===== src/rtl/sv_switch_debouncer.sv =====
// Switch conditioning: per-channel synchroniser, debounce FSM and edge pulses.
// Optional DEBOUNCER_TOGGLE_EN: clean_out toggles on each accepted rise.

module sv_switch_debouncer_ch #(
    parameter int SYNC_STAGES     = 2,
    parameter int DEBOUNCE_CYCLES = 500000
) (
    input  logic clock,
    input  logic reset_n,
    input  logic raw,
    output logic clean,
    output logic rise,
    output logic fall
);
    localparam int CW = $clog2(DEBOUNCE_CYCLES + 1);

    typedef enum logic {IDLE, CHECK} state_t;

    state_t                 state;
    logic [SYNC_STAGES-1:0] sync;
    logic [CW-1:0]          cnt;
    logic                   stable;
    logic                   s;
    logic                   accept;

    assign s      = sync[SYNC_STAGES-1];
    assign accept = (state == CHECK) && (s != stable) &&
                    (cnt == CW'(DEBOUNCE_CYCLES - 1));

    always_ff @(posedge clock) begin
        if (!reset_n) sync <= '0;
        else          sync <= {sync[SYNC_STAGES-2:0], raw};
    end

    always_ff @(posedge clock) begin
        if (!reset_n) begin
            state  <= IDLE;
            cnt    <= '0;
            stable <= 1'b0;
            rise   <= 1'b0;
            fall   <= 1'b0;
        end else begin
            rise <= 1'b0;
            fall <= 1'b0;
            case (state)
                IDLE: begin
                    if (s != stable) begin
                        state <= CHECK;
                        cnt   <= CW'(1);
                    end else begin
                        cnt <= '0;
                    end
                end
                CHECK: begin
                    if (s == stable) begin
                        // bounce back to the accepted level: drop the attempt
                        state <= IDLE;
                        cnt   <= '0;
                    end else if (accept) begin
                        stable <= s;
                        rise   <= s;
                        fall   <= ~s;
                        state  <= IDLE;
                        cnt    <= '0;
                    end else begin
                        cnt <= cnt + CW'(1);
                    end
                end
                default: begin
                    state <= IDLE;
                    cnt   <= '0;
                end
            endcase
        end
    end

`ifdef DEBOUNCER_TOGGLE_EN
    always_ff @(posedge clock) begin
        if (!reset_n)          clean <= 1'b0;
        else if (accept && s)  clean <= ~clean;
    end
`else
    assign clean = stable;
`endif

endmodule

module sv_switch_debouncer #(
    parameter int NUM_INPUTS      = 4,
    parameter int SYNC_STAGES     = 2,
    parameter int DEBOUNCE_CYCLES = 500000
) (
    input  logic                  clock,
    input  logic                  reset_n,
    input  logic [NUM_INPUTS-1:0] raw_in,
    output logic [NUM_INPUTS-1:0] clean_out,
    output logic [NUM_INPUTS-1:0] rise_pulse,
    output logic [NUM_INPUTS-1:0] fall_pulse
);
    for (genvar i = 0; i < NUM_INPUTS; i++) begin : g_ch
        sv_switch_debouncer_ch #(
            .SYNC_STAGES    (SYNC_STAGES),
            .DEBOUNCE_CYCLES(DEBOUNCE_CYCLES)
        ) u_ch (
            .clock  (clock),
            .reset_n(reset_n),
            .raw    (raw_in[i]),
            .clean  (clean_out[i]),
            .rise   (rise_pulse[i]),
            .fall   (fall_pulse[i])
        );
    end

endmodule


===== config.mk =====
export PLATFORM = sky130hd
export DESIGN_NAME = sv_switch_debouncer
export DESIGN_NICKNAME = d
export VERILOG_FILES = /design/src/rtl/sv_switch_debouncer.sv
export SDC_FILE = /design/constraint.sdc
export NUM_CORES = 1
export LEC_CHECK = 0
export ABC_AREA = 1
export CELL_PAD_IN_SITES_DETAIL_PLACEMENT = 0
export CELL_PAD_IN_SITES_GLOBAL_PLACEMENT = 1
export CORE_ASPECT_RATIO = 1.5
export CORE_MARGIN = 1
export CORE_UTILIZATION = 30
export CTS_CLUSTER_SIZE = 8
export DETAILED_ROUTE_END_ITERATION = 10
export PLACE_DENSITY = 0.6
export SYNTH_ARGS = -nofsm -noshare
export SYNTH_HDL_FRONTEND = slang
export SYNTH_SLANG_ARGS = --single-unit

===== constraint.sdc =====
create_clock -name clock -period 1.5 [get_ports clock]
set_input_delay 0.45 -clock clock [delete_from_list [all_inputs] [get_ports clock]]
set_output_delay 0.45 -clock clock [all_outputs]
set_load 0.02 [all_outputs]

==> flow_metrics.tcl <==
set metrics [dict create \
    hold_class "register to register" \
    postSynthCellCount 719 \
    r2r_setup_slack_ps 110 \
    post_drt_wl_per_cell_um 11.2 \
    layout.cells.non_filler 1000 \
    start_util_pct 31.0 \
    setup_viol 0 \
    slew_headroom_pct 76.6 \
    avgSynthCellArea_sq_um 6.80 \
    grt.overflow.total 0 \
    timing.critical_path.max_delay_family "flip-flops" \
    worstPathCellList "dlygate4sd2_1" \
    cts_tree "yes" \
    maxCapViolations 0 \
    combPwrFrac_pct 1.5 \
    finClkSkew_ps 9.17 \
    path_class "register to output port" \
    cp.arrival_ps 1010 \
    fillCellCount 1740 \
    insertion_delay_ps 340 \
    dieArea_sq_mm 0.0168 \
    grt_max_degree 20 \
    worst_pin_slew_ps 350 \
    grt_pass1_vias 4299 \
    fmax_mhz 684 \
    worstPathMaxFanout 2 \
    diodes 0 \
    clkPwrFrac_pct 45.5 \
    cp-end-kind "output port" \
    ys_seq_area_share_pct 40.9 \
    fp-row-count 56 \
    ir_drop_mv 0.652 \
    port_buffers 17 \
    gp_congestion 0.797 \
    avgViaCountPerCell 4.32 \
    yosys_warnings 0 \
    pre_cts_ws_ps -271 \
    hold_viol 0 \
    pin_count 18 \
    die_w_um 106 \
    syn_area_sq_mm 0.00489 \
    fin_ws_ps 38.7 \
    first_iter_violations 121 \
    clockBufferDepth 2 \
    drive_above_1_share_pct 16.7 \
    synth_nets 729 \
    p_leak_nw 2.34 \
    synth_seq_cells 100 \
    crit_buf_inv 1 \
    synth_cell_types 29 \
    clk_pin_slew_ps 70 \
    htree_levels 3 \
    p_seq_share_pct 53.0 \
    swShare_pct 20.9 \
    grt_first_pass_wirelength_um 19200 \
    numCtsBuffers 9 \
    ctsHoldBuffers 0 \
    coreArea_sq_mm 0.0158 \
    vias 4323 \
    period_minus_slack_ps 1460 \
    dr.pass1.iters 4 \
    die_h_um 158 \
    dp_hpwl_um 8370 \
    drt_wl_total_um 11200 \
    cts_root_buf "clkbuf_16" \
    clock-sinks 100 \
    rsz0062_at_grt "yes" \
    switchingPower_mw 1.06 \
    dp_cells 972 \
    areaGrowthSynthToFinish_pct 24.5 \
    drc_errors 0 \
    required_ps 1050 \
    grt_use_total_pct 14.4 \
    cpPeakStageDelay_ps 340 \
    critPathLaunchType "register" \
    min_period_over_period_pct 97.4 \
    antenna_found_initial 0 \
    status "completed" \
    report.final.slew_viol_count 0 \
    antenna_left 0 \
    nets 802 \
    critPathSlowestCell "dfxtp_1" \
    cellPowerDensity_mw_per_mm2 830 \
    p_int_mw 4.00 \
]
-- kinds of logic (layout without fill, tap and decap cells) --
group	Yosys count	count (layout)	synth area share [%]
fa+ha+maj	4	4	1.02
flops	100	100	40.9
simple gates	429	430	37.1
buf+inv	113	190	10.2
compound gates	41	41	4.99
xor+xnor	32	32	5.73
-- layout make-up --
type	count	area [sq um]	share of cell area [%]
clock buffers	12	236	3.88
well taps	203	254	4.17
repair buffers	79	678	11.1
inverters	95	357	5.85
multi-input cells	507	2510	41.2
flip-flops and latches	100	2010	32.9
clock inverters	4	50.0	0.822
-- state kept, by name, summed over array words and instances (netlist names) --
register,count
g_ch.u_ch.cnt,76
g_ch.u_ch.state,4
g_ch.u_ch.rise,4
g_ch.u_ch.sync,8
g_ch.u_ch.fall,4
g_ch.u_ch.clean,4
-- timing repair --
action / in CTS / in global routing
setup endpoints to repair: 67 / 39
pin swaps: 5 / 9
gates cloned: 0 / 1
gates resized for setup: 23 / 28
buffers inserted: 6 / 6
-- cell usage in the layout, fill, tap and decap left out, types with 8 or more instances in the layout --
cell           netlist  final
buf_4               12     58
nor2_1             137    127
dlygate4sd2_1        0      8
dfxtp_1            100     96
nand4_1             14     14
nand2_1            208    206
o21ai_0             10     10
xnor2_1              9      9
nand3_1             36     33
a21oi_1             26     26
xor2_1              23     23
nor2_2               3      9
inv_1               91     90
clkbuf_16            0      9
-- power groups by stage --
stage | Sequential (mW) | Clock, mW | Combinational [mW]
final | 2.68 | 2.30 | 0.0771
after global routing | 2.68 | 2.51 | 0.0865
after CTS | 2.68 | 2.40 | 0.0747
after detailed placement | 2.74 | 0 | 0.0726
after global placement | 2.74 | 0 | 0.0721
after floorplan | 2.74 | 0 | 0.0378
-- Yosys cell counts --
| master | n | area (sq um) |
|---|---|---|
| nand4_1 | 14 | 87.6 |
| nor3_1 | 6 | 30.0 |
| buf_6 | 4 | 45.0 |
| a21boi_0 | 1 | 7.51 |
| buf_4 | 12 | 90.1 |
| nand2_2 | 1 | 6.26 |
| a21oi_1 | 26 | 130 |
| xnor2_1 | 9 | 78.8 |
| inv_1 | 91 | 342 |
| nand3b_1 | 2 | 15.0 |
| nor3_2 | 3 | 30.0 |
| nand3_2 | 5 | 50.1 |
| o21ai_4 | 3 | 48.8 |
| dfxtp_1 | 100 | 2000 |
| nor2_2 | 3 | 18.8 |
| inv_2 | 4 | 15.0 |
| nand2_1 | 208 | 781 |
| or2_2 | 7 | 43.8 |
| nand3_1 | 36 | 180 |
| nor2_1 | 137 | 514 |
| ha_1 | 4 | 50.1 |
| nand2_4 | 1 | 11.3 |
| or2_0 | 3 | 18.8 |
| o21bai_1 | 1 | 7.51 |
| clkbuf_1 | 2 | 7.51 |
| nor2_4 | 2 | 22.5 |
| o21ai_0 | 10 | 50.1 |
| xor2_1 | 23 | 201 |
| and2_1 | 1 | 6.26 |
-- worst paths after layout --
path                                         from                               to  depth (start not counted)
setup reg to reg   g_ch[3].u_ch.cnt[1]$_SDFF_PP0_   g_ch[3].u_ch.cnt[0]$_SDFF_PN0_                          9
hold / removal    g_ch[3].u_ch.sync[0]$_SDFF_PN0_  g_ch[3].u_ch.sync[1]$_SDFF_PN0_                          2
hold reg to reg   g_ch[3].u_ch.sync[0]$_SDFF_PN0_  g_ch[3].u_ch.sync[1]$_SDFF_PN0_                          2
setup / recovery  g_ch[0].u_ch.clean$_SDFFE_PN0P_                     clean_out[0]                          1
-- per-stage QoR --
step	setup TNS (ps)	utilization [%]	cell area (sq um)	hold slack, ps	total power, mW
floorplan	0	-	4890	390	2.78
global placement	-17330	35.2	5560	405	2.81
detailed placement	-16270	35.2	5560	398	2.81
CTS	0	37.6	5930	414	5.15
global route	-36.0	38.6	6090	433	5.27
finish	0	38.6	6090	414	5.06
-- routing by layer --
metal | vias up | wire [um] | track usage (%)
li1 | 2333 | - | -
met3 | 9 | 192 | 2.29
met2 | 30 | 5930 | 27.1
met5 | - | 0 | 0
met4 | 0 | 125 | 5.03
met1 | 1951 | 4960 | 16.1
Power figures use the tool's default switching activity.
==> RTL change, RTL diff (same settings) <==
The parameter `NUM_INPUTS` goes from 4 to 3.
--- a/src/rtl/sv_switch_debouncer.sv
+++ b/src/rtl/sv_switch_debouncer.sv
@@ -86,7 +86,7 @@
 endmodule
 
 module sv_switch_debouncer #(
-    parameter int NUM_INPUTS      = 4,
+    parameter int NUM_INPUTS      = 3,
     parameter int SYNC_STAGES     = 2,
     parameter int DEBOUNCE_CYCLES = 500000
 ) (
Interface: changed (resized clean_out, fall_pulse, raw_in and rise_pulse); port bits go from 18 to 14. No check against the original RTL was run, so the function may have changed too.
==> RTL change against the original RTL <==
  * Sequential cell count shrank 25
  * Routed wire length shrank 25%
  * Setup slack gained 16 ps
  * Total power shrank 15%
  * Non-clock buffer count shrank 22
  * First-iteration DRC count shrank 34%
  * Area after synthesis shrank 25%
  * Worst hold slack gained 0.56 ps
  * Largest power group is now clock
  * Final area shrank 24%
==> RTL change: results (changes against the original RTL) <==
outcome:
  outcome: "finished clean"  # unchanged
global_routing:
  grt_first_pass_wirelength_um: 13950  # was 19160 um
  global_route.usage.total_pct: 14.28  # was 14.36%
  grt_max_degree: 21  # was 20
  met2_usage_pct: 26.33  # was 27.12%
place:
  dp_cells: 715  # was 972
  routabilityCongestion: 0.7744  # was 0.7966
  port-buffer-count: 13  # was 17
power_and_ir_drop:
  p_seq_w: 0.00201  # was 0.00268 W
  swShare_pct: 20.84  # was 20.91%
  leakagePower_nw: 1.772  # was 2.338 nW
  clock_power_w: 0.00225  # was 0.00230 W
  power.sequential.fraction_pct: 46.6  # was 53.0%
drt:
  met1Wirelength_um: 3513  # was 4959 um
  drt-initial-drc-count: 80  # was 121
  route.detailed.wl_per_inst_um: 11.37  # was 11.21 um
  vias: 3163  # was 4323
  routed-wl-met2_um: 4454  # was 5934 um
  wl_met3_um: 156  # was 192 um
yosys:
  yosysUniqueCellTypes: 30  # was 29
  synth_nets: 531  # was 729
  synthesis.instances: 523  # was 719
  ys_top_cells_by_count: "sky130_fd_sc_hd__nand2_1 (143), sky130_fd_sc_hd__nor2_1 (91), sky130_fd_sc_hd__dfxtp_1 (75)"  # was sky130_fd_sc_hd__nand2_1 (208), sky130_fd_sc_hd__nor2_1 (137), sky130_fd_sc_hd__dfxtp_1 (100)
  synth.top_cells.by_area: "sky130_fd_sc_hd__dfxtp_1 (41%), sky130_fd_sc_hd__nand2_1 (15%), sky130_fd_sc_hd__nor2_1 (9.3%)"  # was sky130_fd_sc_hd__dfxtp_1 (41%), sky130_fd_sc_hd__nand2_1 (16%), sky130_fd_sc_hd__nor2_1 (11%)
setup_path:
  ff2ff_path_depth: 8  # was 9
  r2r-end: "g_ch[2].u_ch.clean$_SDFFE_PN0P_"  # was g_ch[3].u_ch.cnt[0]$_SDFF_PN0_
  critPathCapture: "fall_pulse[1]"  # was clean_out[0]
timing:
  timing.clock.skew_ps: 5.993  # was 9.171 ps
finish:
  final_area_sq_um: 4623  # was 6091 sq um
  final_net_count: 585  # was 802
RTL change: cells by family (layout without fill, tap and decap cells):
family | after synthesis | count (layout) | share of synthesized area [%]
AOI/OAI and AO/OA | 28 | 28 | 4.814
xor gates and xnor gates | 25 | 25 | 6.385
adders and majority gates | 3 | 3 | 1.024
buffers and inverters | 76 | 135 | 9.423
DFF | 75 | 75 | 40.97
and+or+nand+nor | 316 | 316 | 37.38
RTL change: how the worst min path moves through the flow:
stage	startpoint	end	slack [ps]	cells past startpoint
6_report	g_ch[1].u_ch.sync[0]$_SDFF_PN0_	g_ch[1].u_ch.sync[1]$_SDFF_PN0_	410	2
5_1_grt	g_ch[1].u_ch.sync[0]$_SDFF_PN0_	g_ch[1].u_ch.sync[1]$_SDFF_PN0_	430	2
4_1_cts	g_ch[1].u_ch.sync[0]$_SDFF_PN0_	g_ch[1].u_ch.sync[1]$_SDFF_PN0_	420	2
3_5_place_dp	g_ch[1].u_ch.sync[0]$_SDFF_PN0_	g_ch[1].u_ch.sync[1]$_SDFF_PN0_	400	2
3_3_place_gp	g_ch[0].u_ch.sync[0]$_SDFF_PN0_	g_ch[0].u_ch.sync[1]$_SDFF_PN0_	400	2
2_1_floorplan	g_ch[0].u_ch.sync[0]$_SDFF_PN0_	g_ch[0].u_ch.sync[1]$_SDFF_PN0_	390	2
RTL change: cell type report:
class,instances,area share [%]
Inverter,62,5.034
Clock buffer,11,5.467
Tap cell,153,4.141
Sequential cell,75,32.56
Clock inverter,5,1.299
Timing Repair Buffer,57,11.10
Multi-Input combinational cell,372,40.41
RTL change: timing repair:
item / in CTS / in global routing
setup buffers: 4 / 0
resized for setup: 14 / 19
pin swaps: 1 / 0
endpoints found under the setup margin: 21 / 67
